File: config.mk
export PLATFORM = sky130hd
export DESIGN_NAME = pid_ctrl_param_flat
export DESIGN_NICKNAME = d
export VERILOG_FILES = /design/src/rtl/pid_pkg.sv /design/src/rtl/pid_ctrl_param_if.sv /design/src/rtl/pid_integrator.sv /design/src/rtl/pid_ctrl_param.sv /design/src/flat_wrapper.sv
export SDC_FILE = /design/constraint.sdc
export NUM_CORES = 1
export LEC_CHECK = 0
export ABC_AREA = 1
export CORE_MARGIN = 1
export CORE_UTILIZATION = 57
export CTS_CLUSTER_DIAMETER = 150
export DETAILED_ROUTE_END_ITERATION = 6
export HOLD_SLACK_MARGIN = 0.05
export PLACE_DENSITY = 0.76
export REMOVE_ABC_BUFFERS = 1
export SYNTH_ARGS = -nofsm -noshare
export SYNTH_HDL_FRONTEND = slang
export SYNTH_SLANG_ARGS = --single-unit
File: constraint.sdc
create_clock -name clk -period 6.8 [get_ports clk]
set_input_delay 2.04 -clock clk [delete_from_list [all_inputs] [get_ports clk]]
set_output_delay 2.04 -clock clk [all_outputs]
set_load 0.02 [all_outputs]
File: src/rtl/pid_pkg.sv
// pid_pkg: shared helpers and default parameter values for the PID
// steering controller.
//   sat_s   : saturate a signed value to the signed range of a given width
//   clamp_u : clamp a signed value to [0, 2^width - 1]
//   DEF_*   : default parameter values used by the interface and modules
package pid_pkg;

  localparam int DEF_ERR_W   = 12;
  localparam int DEF_SAT_W   = 10;
  localparam int DEF_FWD_W   = 10;
  localparam int DEF_INT_W   = 15;
  localparam int DEF_I_SHIFT = 6;
  localparam int DEF_D_DEPTH = 3;
  localparam int DEF_DSAT_W  = 8;
  localparam int DEF_KP_W    = 6;
  localparam int DEF_KD_W    = 5;
  localparam int DEF_PID_W   = 14;

  function automatic logic signed [31:0] sat_s(input logic signed [31:0] value,
                                               input int width);
    logic signed [31:0] hi;
    logic signed [31:0] lo;
    hi = (32'sd1 <<< (width - 1)) - 32'sd1;
    lo = -(32'sd1 <<< (width - 1));
    if (value > hi)      return hi;
    else if (value < lo) return lo;
    else                 return value;
  endfunction

  function automatic logic [31:0] clamp_u(input logic signed [31:0] value,
                                          input int width);
    logic signed [31:0] hi;
    hi = (32'sd1 <<< width) - 32'sd1;
    if (value < 32'sd0)  return 32'd0;
    else if (value > hi) return $unsigned(hi);
    else                 return $unsigned(value);
  endfunction

endpackage

File: src/rtl/pid_ctrl_param_if.sv
// pid_ctrl_param_if: sample/config inputs and speed outputs of the PID
// steering controller.
//   master : drives moving, err_vld, error, frwrd, kp, kd, i_en, d_en, clr_int;
//            receives lft_spd, rght_spd, spd_vld, int_sat
//   slave  : the controller side (opposite directions)
interface pid_ctrl_param_if
  import pid_pkg::*;
#(
  parameter int ERR_W = DEF_ERR_W,
  parameter int FWD_W = DEF_FWD_W,
  parameter int KP_W  = DEF_KP_W,
  parameter int KD_W  = DEF_KD_W
);
  logic                    moving;
  logic                    err_vld;
  logic signed [ERR_W-1:0] error;
  logic [FWD_W-1:0]        frwrd;
  logic [KP_W-1:0]         kp;
  logic [KD_W-1:0]         kd;
  logic                    i_en;
  logic                    d_en;
  logic                    clr_int;
  logic [FWD_W:0]          lft_spd;
  logic [FWD_W:0]          rght_spd;
  logic                    spd_vld;
  logic                    int_sat;

  modport master (
    output moving, err_vld, error, frwrd, kp, kd, i_en, d_en, clr_int,
    input  lft_spd, rght_spd, spd_vld, int_sat
  );

  modport slave (
    input  moving, err_vld, error, frwrd, kp, kd, i_en, d_en, clr_int,
    output lft_spd, rght_spd, spd_vld, int_sat
  );
endinterface

File: src/rtl/pid_integrator.sv
// pid_integrator: clamping integrator with clear/hold and saturation flag.
//   clk, rst : clock, asynchronous active-high reset
//   clr      : clear integrator and int_sat (highest priority)
//   upd      : accumulate err_s this cycle
//   err_s    : saturated error sample
//   integ    : integrator value
//   int_sat  : last update hit the range limit; held until the next update
module pid_integrator
  import pid_pkg::*;
#(
  parameter int SAT_W = DEF_SAT_W,
  parameter int INT_W = DEF_INT_W
) (
  input  logic                    clk,
  input  logic                    rst,
  input  logic                    clr,
  input  logic                    upd,
  input  logic signed [SAT_W-1:0] err_s,
  output logic signed [INT_W-1:0] integ,
  output logic                    int_sat
);

  logic signed [31:0]      sum;
  logic signed [INT_W-1:0] sum_sat;

  always_comb begin
    sum     = 32'(integ) + 32'(err_s);
    sum_sat = INT_W'(sat_s(sum, INT_W));
  end

  // Clamping anti-windup: an overflowing sum stores the limit rather than
  // freezing the previous value, so the integrator sits at the rail.
  always_ff @(posedge clk or posedge rst) begin
    if (rst) begin
      integ   <= '0;
      int_sat <= 1'b0;
    end else if (clr) begin
      integ   <= '0;
      int_sat <= 1'b0;
    end else if (upd) begin
      integ   <= sum_sat;
      int_sat <= (32'(sum_sat) != sum);
    end
  end

endmodule

File: src/rtl/pid_ctrl_param.sv
// pid_ctrl_param: three-stage pipelined PID steering controller.
//   clk, rst : clock, asynchronous active-high reset
//   bus      : pid_ctrl_param_if slave (error sample + config in, speeds out)
// Stage 1 saturates the error, stage 2 forms the P/I/D sum and updates the
// integrator and derivative history, stage 3 turns the sum into clamped
// left/right speeds with a one-cycle spd_vld strobe.
module pid_ctrl_param
  import pid_pkg::*;
#(
  parameter int ERR_W   = DEF_ERR_W,
  parameter int SAT_W   = DEF_SAT_W,
  parameter int FWD_W   = DEF_FWD_W,
  parameter int INT_W   = DEF_INT_W,
  parameter int I_SHIFT = DEF_I_SHIFT,
  parameter int D_DEPTH = DEF_D_DEPTH,
  parameter int DSAT_W  = DEF_DSAT_W,
  parameter int KP_W    = DEF_KP_W,
  parameter int KD_W    = DEF_KD_W,
  parameter int PID_W   = DEF_PID_W
) (
  input logic             clk,
  input logic             rst,
  pid_ctrl_param_if.slave bus
);

  localparam int SPD_W = FWD_W + 1;

  logic signed [ERR_W-1:0] error_in;
  logic [FWD_W-1:0]        frwrd_in;
  logic [KP_W-1:0]         kp_in;
  logic [KD_W-1:0]         kd_in;

  assign error_in = bus.error;
  assign frwrd_in = bus.frwrd;
  assign kp_in    = bus.kp;
  assign kd_in    = bus.kd;

  logic                    v1_reg, v2_reg, spd_vld_reg;
  logic signed [SAT_W-1:0] err_s_reg;
  logic signed [SAT_W-1:0] hist_reg [D_DEPTH];
  logic signed [PID_W-1:0] pid_reg;
  logic [SPD_W-1:0]        lft_reg, rght_reg;
  logic signed [INT_W-1:0] integ;
  logic                    int_sat;

  logic signed [SAT_W-1:0] err_sat;
  logic signed [31:0]      p_term, i_term, d_diff, d_term, adj, lft_raw, rght_raw;
  logic signed [PID_W-1:0] pid_next;
  logic [SPD_W-1:0]        lft_next, rght_next;

  // Intermediates are 32 bits wide; with these operand widths none of the
  // sums can wrap, so they match the narrower sizes the arithmetic needs.
  always_comb begin
    err_sat   = SAT_W'(sat_s(32'(error_in), SAT_W));
    p_term    = 32'(err_s_reg) * 32'(signed'({1'b0, kp_in}));
    i_term    = 32'(integ) >>> I_SHIFT;
    d_diff    = sat_s(32'(err_s_reg) - 32'(hist_reg[D_DEPTH-1]), DSAT_W);
    d_term    = bus.d_en ? d_diff * 32'(signed'({1'b0, kd_in})) : 32'sd0;
    pid_next  = PID_W'(sat_s((p_term >>> 1) + i_term + d_term, PID_W));
    adj       = 32'(pid_reg) >>> 3;
    lft_raw   = 32'(signed'({1'b0, frwrd_in})) + adj;
    rght_raw  = 32'(signed'({1'b0, frwrd_in})) - adj;
    lft_next  = SPD_W'(clamp_u(lft_raw, FWD_W));
    rght_next = SPD_W'(clamp_u(rght_raw, FWD_W));
  end

  // The I term above reads integ before this cycle's update lands.
  pid_integrator #(
    .SAT_W(SAT_W),
    .INT_W(INT_W)
  ) u_integ (
    .clk    (clk),
    .rst    (rst),
    .clr    (bus.clr_int | ~bus.moving),
    .upd    (v1_reg & bus.i_en),
    .err_s  (err_s_reg),
    .integ  (integ),
    .int_sat(int_sat)
  );

  always_ff @(posedge clk or posedge rst) begin
    if (rst) begin
      v1_reg      <= 1'b0;
      v2_reg      <= 1'b0;
      spd_vld_reg <= 1'b0;
      err_s_reg   <= '0;
      pid_reg     <= '0;
      lft_reg     <= '0;
      rght_reg    <= '0;
      for (int i = 0; i < D_DEPTH; i++) hist_reg[i] <= '0;
    end else begin
      v1_reg <= bus.err_vld;
      if (bus.err_vld) err_s_reg <= err_sat;

      v2_reg <= v1_reg;
      if (v1_reg) begin
        pid_reg     <= pid_next;
        // History advances on every sample, independent of d_en and moving.
        hist_reg[0] <= err_s_reg;
        for (int i = 1; i < D_DEPTH; i++) hist_reg[i] <= hist_reg[i-1];
      end

      spd_vld_reg <= v2_reg;
      if (v2_reg) begin
        lft_reg  <= bus.moving ? lft_next  : '0;
        rght_reg <= bus.moving ? rght_next : '0;
      end
    end
  end

  assign bus.lft_spd  = lft_reg;
  assign bus.rght_spd = rght_reg;
  assign bus.spd_vld  = spd_vld_reg;
  assign bus.int_sat  = int_sat;

endmodule

File: src/flat_wrapper.sv
// flat-port wrapper written by rule: the top's interface ports become plain ports
module pid_ctrl_param_flat import pid_pkg::*;
#(
  parameter int ERR_W   = DEF_ERR_W,
  parameter int SAT_W   = DEF_SAT_W,
  parameter int FWD_W   = DEF_FWD_W,
  parameter int INT_W   = DEF_INT_W,
  parameter int I_SHIFT = DEF_I_SHIFT,
  parameter int D_DEPTH = DEF_D_DEPTH,
  parameter int DSAT_W  = DEF_DSAT_W,
  parameter int KP_W    = DEF_KP_W,
  parameter int KD_W    = DEF_KD_W,
  parameter int PID_W   = DEF_PID_W
)
  (clk, rst, bus_moving, bus_err_vld, bus_error, bus_frwrd, bus_kp, bus_kd, bus_i_en, bus_d_en, bus_clr_int, bus_lft_spd, bus_rght_spd, bus_spd_vld, bus_int_sat);
  pid_ctrl_param_if #(.ERR_W(ERR_W), .FWD_W(FWD_W), .KP_W(KP_W), .KD_W(KD_W)) bus_i ();
  input logic clk;
  input logic rst;
  input wire logic [$bits(bus_i.moving)-1:0] bus_moving;
  input wire logic [$bits(bus_i.err_vld)-1:0] bus_err_vld;
  input wire logic [$bits(bus_i.error)-1:0] bus_error;
  input wire logic [$bits(bus_i.frwrd)-1:0] bus_frwrd;
  input wire logic [$bits(bus_i.kp)-1:0] bus_kp;
  input wire logic [$bits(bus_i.kd)-1:0] bus_kd;
  input wire logic [$bits(bus_i.i_en)-1:0] bus_i_en;
  input wire logic [$bits(bus_i.d_en)-1:0] bus_d_en;
  input wire logic [$bits(bus_i.clr_int)-1:0] bus_clr_int;
  output wire logic [$bits(bus_i.lft_spd)-1:0] bus_lft_spd;
  output wire logic [$bits(bus_i.rght_spd)-1:0] bus_rght_spd;
  output wire logic [$bits(bus_i.spd_vld)-1:0] bus_spd_vld;
  output wire logic [$bits(bus_i.int_sat)-1:0] bus_int_sat;
  assign bus_i.moving = bus_moving;
  assign bus_i.err_vld = bus_err_vld;
  assign bus_i.error = bus_error;
  assign bus_i.frwrd = bus_frwrd;
  assign bus_i.kp = bus_kp;
  assign bus_i.kd = bus_kd;
  assign bus_i.i_en = bus_i_en;
  assign bus_i.d_en = bus_d_en;
  assign bus_i.clr_int = bus_clr_int;
  assign bus_lft_spd = bus_i.lft_spd;
  assign bus_rght_spd = bus_i.rght_spd;
  assign bus_spd_vld = bus_i.spd_vld;
  assign bus_int_sat = bus_i.int_sat;
  pid_ctrl_param #(.ERR_W(ERR_W), .SAT_W(SAT_W), .FWD_W(FWD_W), .INT_W(INT_W), .I_SHIFT(I_SHIFT), .D_DEPTH(D_DEPTH), .DSAT_W(DSAT_W), .KP_W(KP_W), .KD_W(KD_W), .PID_W(PID_W)) u_core (.clk(clk), .rst(rst), .bus(bus_i));
endmodule
==> results of run 1 <==
## logic make-up (layout without fill, tap and decap cells)
| logic type | count (synthesis) | in the layout | share of synthesized area [%] |
|---|---|---|---|
| simple gates | 869 | 871 | 26.89 |
| flops | 92 | 92 | 17.24 |
| compound gates | 303 | 303 | 12.68 |
| buf+inv | 369 | 704 | 10.57 |
| xor+xnor | 71 | 71 | 4.768 |
| fa+ha+maj | 247 | 247 | 27.86 |
## path summary, 6_finish.rpt
path / endpoint / depth (start not counted) / startpoint
worst min-delay path: u_core.bus.spd_vld$_DFF_PP0_ / 0 / u_core.v2_reg$_DFF_PP0_
max in group asynchronous: u_core.err_s_reg[3]$_DFFE_PP0P_ / 3 / rst
worst min register to register: u_core.bus.spd_vld$_DFF_PP0_ / 0 / u_core.v2_reg$_DFF_PP0_
worst max register to register: u_core.pid_reg[4]$_DFFE_PP0P_ / 46 / u_core.err_s_reg[0]$_DFFE_PP0P_
min in group asynchronous: u_core.bus.rght_spd[10]$_DFFE_PP0P_ / 2 / rst
worst max-delay path: u_core.pid_reg[4]$_DFFE_PP0P_ / 43 / bus_kp[3]
## worst max-delay path: cells and delay by family
family	cells	cell delay, ns
and+or+nand+nor	23	2.27
xor gates and xnor gates	1	0.22
buffers and inverters	6	0.48
adders and majority gates	7	3.03
AOI/OAI and AO/OA	6	1.00
## layout by cell type (no fill, tap or decap), drive strengths merged, types with 3 or more instances in the layout
master / count
and3: 7
clkinv: 5
buf: 292
a21o: 6
o22ai: 9
inv: 339
xnor2: 17
nor3: 21
or2: 6
a21oi: 154
ha: 163
o21ai: 97
o21a: 5
nand3b: 13
nand4: 15
clkdlybuf4s50: 58
o21bai: 11
a31oi: 5
nand2: 601
and2: 3
nor2: 138
fa: 84
a211oi: 3
nand3: 64
a221oi: 3
xor2: 54
clkbuf: 9
dfrtp: 92
## metrics by stage
step	hold WS, ns	instance area [sq um]	util (%)	TNS [ns]	worst slack [ns]
3_5_place_dp	0.4477	16230	71.23	-33.69	-3.091
3_3_place_gp	0.4461	16230	71.23	-32.71	-3.005
2_1_floorplan	0.4137	13210	-	-22.47	-2.056
6_report	0.4560	17750	77.92	-21.75	-2.017
5_1_grt	0.4918	17750	77.92	-26.23	-2.409
4_1_cts	0.4628	17230	75.66	-19.39	-1.795
## timing repair
item,in CTS,in global routing
pin swaps,62,84
resized for setup,131,141
setup buffers,19,9
endpoints found under the setup margin,11,11
gates cloned,2,1
## layer usage
layer | vias to the layer above | global-route usage, % | wire length [um] | part of all wire, %
met2 | 349 | 58.43 | 19890 | 51
met4 | 0 | 12.35 | 1529 | 3.9
met5 | - | 0 | 0 | 0
li1 | 6837 | - | - | -
met3 | 108 | 4.095 | 1655 | 4.2
met1 | 6514 | 37.83 | 15940 | 41
## cell type report
class | instances | share of cell area [%]
multi-input combinational | 1492 | 59.78
timing repair buffer | 351 | 16.19
sequential | 92 | 12.97
inverter | 337 | 7.205
tap | 313 | 2.207
clock buffer | 9 | 1.269
clock inverter | 7 | 0.3736
==> impl_metrics.csv, run 1 <==
group,metric,value,unit
timing,postLayoutSetupSlackWorst,-2.017,ns
synthesis,yosys_warnings,0,
finish,largest_register_ffs,30,
synthesis,yosysMostFrequentCell,"nand2_1",
synthesis,synth_flop_cell,"dfrtp_1",
finish,stdcell_count,2601,
synthesis,synthTopCellsByArea,"dfrtp_1, nand2_1, ha_1",
clocking,clock_sinks,92,
grt,grt_max_degree,49,
setup_path,max_stage_delay,0.54,ns
floorplan,die_h,155.1,um
status,status,"finished, violations left",
timing,hold_violations,0,
synthesis,syn_inst,1951,
setup_path,cp-start-kind,"input pin",
clocking,clock_path_buffers,2,
floorplan,initial_core_util,58.64,%
worst_hold_path,min-delay-path-class,"flop to flop",
finish,drive_gt1_share,22.86,%
setup_path,slowest_stage,"fa_1",
grt,antenna_found_initial,0,
finish,num-fill-cells,1682,
setup_path,worstSetupPathType,"input pin to flop",
finish,regArea,0.002302,sq mm
setup_path,crit_path_end_kind,"flop",
clocking,cts_hold_buf,0,
timing,setup_viol,11,
grt,grt_pass1_vias,13400,
job,max_cap_viol_count,0,
floorplan,pin_count,64,
setup_path,crit_arrival,9.06,ns
synthesis,syn_avg_cell_area,6.846,sq um
floorplan,rows,55,
floorplan,dieWidth,155.1,um
route,drc,0,
synthesis,syn-cell-area,0.01336,sq mm
synthesis,ys_types,53,
route,vias,13810,
setup_path,rrSetupSlack,-1.09,ns
grt,grt_pass1_wl,61870,um
synthesis,netlist_top_cells_count,"nand2_1, inv_1, ha_1",
status,violations,"negative setup slack",
clocking,clk_pin_slew,0.07,ns
synthesis,synth_area_leader_cell,"dfrtp_1",
timing,period_share,129.7,%
placement,globalplace.congestion,1.018,
clocking,root_buffer,"clkbuf_16",
synthesis,synthArstFlopShare,100.0,%
floorplan,core_area,0.02278,sq mm
timing,clock_skew,0.01106,ns
grt,overflow,0,
setup_path,critPathMaxFanout,6,
placement,hpwlAfterDp,30330,um
timing,grt_setup_unrepaired,"true",
clocking,clk_latency,0.35,ns
synthesis,synth_top_cell_area_share,17.24,%
synthesis,synth-seq-area-share,17.24,%
setup_path,crit_top_cell,"nand2_1",
finish,antenna_cells,0,
finish,fin_nets,2570,
timing,tightest_slew,1.157,ns
timing,slew_violations,0,
route,drtIter0Drc,877,
clocking,cts_tree,"yes",
synthesis,synth-edff-count,0,
route,ant_nets,0,
clocking,cts_buffers,9,
route,viasPerCell,5.309,
route,detail_route.first_pass.iterations,5,
synthesis,synth-seq-cells,92,
grt,grt_usage,31.91,%
timing,fmax,0.1134,GHz
placement,portBuffers,63,
timing,slew_headroom,22.83,%
timing,fin_crit,8.817,ns
floorplan,dieArea,0.02405,sq mm
route,wl_per_cell,15.00,um
finish,multi_input_area,0.01061,sq mm
placement,place_inst,2557,
clocking,htreeDepth,3,
setup_path,required,7.04,ns
finish,areaGrowthSynthToFinish,32.88,%
route,wl,39020,um
Power of run 1 is left out: the tool's default activity adds up to more than one toggle a clock period on the data nets, which glitch-free logic cannot reach.
==> run 2: changes to the inputs <==
--- a/config.mk
+++ b/config.mk
@@ -6,13 +6,15 @@
 export NUM_CORES = 1
 export LEC_CHECK = 0
 export ABC_AREA = 1
+export CAP_MARGIN = 10
 export CORE_MARGIN = 1
-export CORE_UTILIZATION = 57
+export CORE_UTILIZATION = 50
 export CTS_CLUSTER_DIAMETER = 150
 export DETAILED_ROUTE_END_ITERATION = 6
 export HOLD_SLACK_MARGIN = 0.05
-export PLACE_DENSITY = 0.76
+export PLACE_DENSITY = 0.68
 export REMOVE_ABC_BUFFERS = 1
+export SKIP_LAST_GASP = 1
 export SYNTH_ARGS = -nofsm -noshare
 export SYNTH_HDL_FRONTEND = slang
 export SYNTH_SLANG_ARGS = --single-unit
==> impl_metrics.csv, run 2 (same netlist as run 1, synthesis figures left out) <==
group,metric,value,unit
placement,portBuffers,63,
clocking,cts_hold_buf,0,
finish,final_common_cell,"nand2_1",
grt,grt_max_degree,60,
timing,period_share,128.1,%
setup_path,crit_top_cell,"nand2_1",
setup_path,worstSetupPathType,"input pin to flop",
finish,drive_gt1_share,22.46,%
finish,layout_common_cells,"nand2_1, inv_1, buf_4",
finish,num-fill-cells,2217,
clocking,clk_pin_slew,0.08,ns
finish,post-route-util,67.84,%
grt,grt_pass1_wl,61110,um
timing,setup_tns,-20.59,ns
finish,areaGrowthSynthToFinish,32.74,%
floorplan,dieArea,0.02737,sq mm
floorplan,rows,59,
finish,largest_register_ffs,30,
setup_path,cp-start-kind,"input pin",
timing,clock_skew,0.01313,ns
placement,place_inst,2573,
clocking,cts_buffers,9,
finish,antenna_cells,0,
timing,fmax,0.1148,GHz
grt,grt_usage,27.85,%
status,status,"finished, violations left",
grt,antenna_found_initial,0,
placement,hpwlAfterDp,29870,um
setup_path,required,7.05,ns
grt,overflow,0,
grt,grt_pass1_vias,13100,
route,vias,13580,
finish,stdcell_count,2619,
floorplan,initial_core_util,51.11,%
timing,tightest_slew,0.7539,ns
setup_path,critPathMaxFanout,6,
route,detail_route.first_pass.iterations,7,
timing,slew_violations,0,
route,ant_nets,0,
floorplan,pin_count,64,
timing,postLayoutSetupSlackWorst,-1.909,ns
clocking,clock_sinks,92,
clocking,root_buffer,"clkbuf_16",
status,violations,"design-rule violations, negative setup slack",
timing,grt_setup_unrepaired,"true",
setup_path,rrSetupSlack,-1.20,ns
route,wl_per_cell,14.43,um
setup_path,crit_arrival,8.96,ns
setup_path,max_stage_delay,0.57,ns
setup_path,slowest_stage,"fa_2",
clocking,clk_latency,0.35,ns
clocking,cts_tree,"yes",
route,wl,37800,um
job,max_cap_viol_count,0,
finish,fin_nets,2566,
timing,setup_viol,11,
placement,globalplace.congestion,0.9466,
worst_hold_path,min-delay-path-class,"flop to flop",
floorplan,die_h,165.4,um
clocking,clock_path_buffers,2,
timing,slew_headroom,49.74,%
timing,fin_crit,8.709,ns
route,drc,8,
route,viasPerCell,5.184,
floorplan,dieWidth,165.4,um
clocking,htreeDepth,3,
placement,dp_slack,-3.141,ns
floorplan,core_area,0.02613,sq mm
timing,hold_violations,0,
route,drtIter0Drc,830,
setup_path,crit_path_end_kind,"flop",
==> run 2: changes by cell type in the layout (fill, tap and decap cells not counted), sizes merged <==
cell           previous run  this run
clkbuf                    9        11
clkinv                    5         2
clkdlybuf4s15             1         0
inv                     339       338
bufinv                    0         2
buf                     292       288
clkinvlp                  0         1
==> run 2: area by class of cell <==
cell class	count	area [sq um]	share of cell area, %
Multi-Input combinational cell	1492	10590	59.72
Sequential cell	92	2302	12.99
Clock buffer	10	229.0	1.291
Clock inverter	6	93.84	0.5293
Tap cell	335	419.2	2.364
Timing Repair Buffer	347	2828	15.95
Inverter	337	1269	7.156
==> run 2: path summary, 6_finish.rpt <==
kind                                                 from                                  to  depth (start not counted)
setup / recovery                                bus_kp[3]       u_core.pid_reg[5]$_DFFE_PP0P_                         44
hold / removal                    u_core.v2_reg$_DFF_PP0_        u_core.bus.spd_vld$_DFF_PP0_                          0
setup reg to reg           u_core.hist_reg[0]$_DFFE_PP0P_       u_core.pid_reg[8]$_DFFE_PP0P_                         48
hold reg to reg                   u_core.v2_reg$_DFF_PP0_        u_core.bus.spd_vld$_DFF_PP0_                          0
max in group asynchronous                             rst     u_core.hist_reg[28]$_DFFE_PP0P_                          3
min in group asynchronous                             rst  u_core.bus.rght_spd[0]$_DFFE_PP0P_                          2
==> run 2: timing repair <==
item,in CTS,in global routing
cloned,3,0
pin swaps,78,86
setup endpoints to repair,11,11
hold endpoints to repair,0,0
buffers inserted,15,14
resized for setup,134,125
==> run 2: worst max-delay path: cells and delay by family <==
| family | cells | cell delay (ns) |
|---|---|---|
| AO/OA/AOI/OAI | 6 | 0.86 |
| AND/OR/NAND/NOR | 18 | 1.80 |
| adder cells (fa/ha/maj) | 7 | 2.91 |
| XOR/XNOR | 2 | 0.32 |
| buffers and inverters | 11 | 1.03 |
==> run 2: layer usage <==
layer  track usage (%)  part of all wire (%)  up-vias
li1                  -                     -     6819
met1             34.42                    44     6421
met2             51.78                    51      278
met3             2.273                   3.0       59
met4             6.860                   2.1        0
met5                 0                     0        -
==> run 2: stage by stage <==
stage                     cell area [sq um]  hold WS, ns
after detailed placement              16210       0.4521
after floorplan                       13210       0.4137
after CTS                             17210       0.4524
final                                 17730       0.4541
after global routing                  17730       0.4784
after global placement                16210       0.4391
Power of run 2 is left out for the same reason.
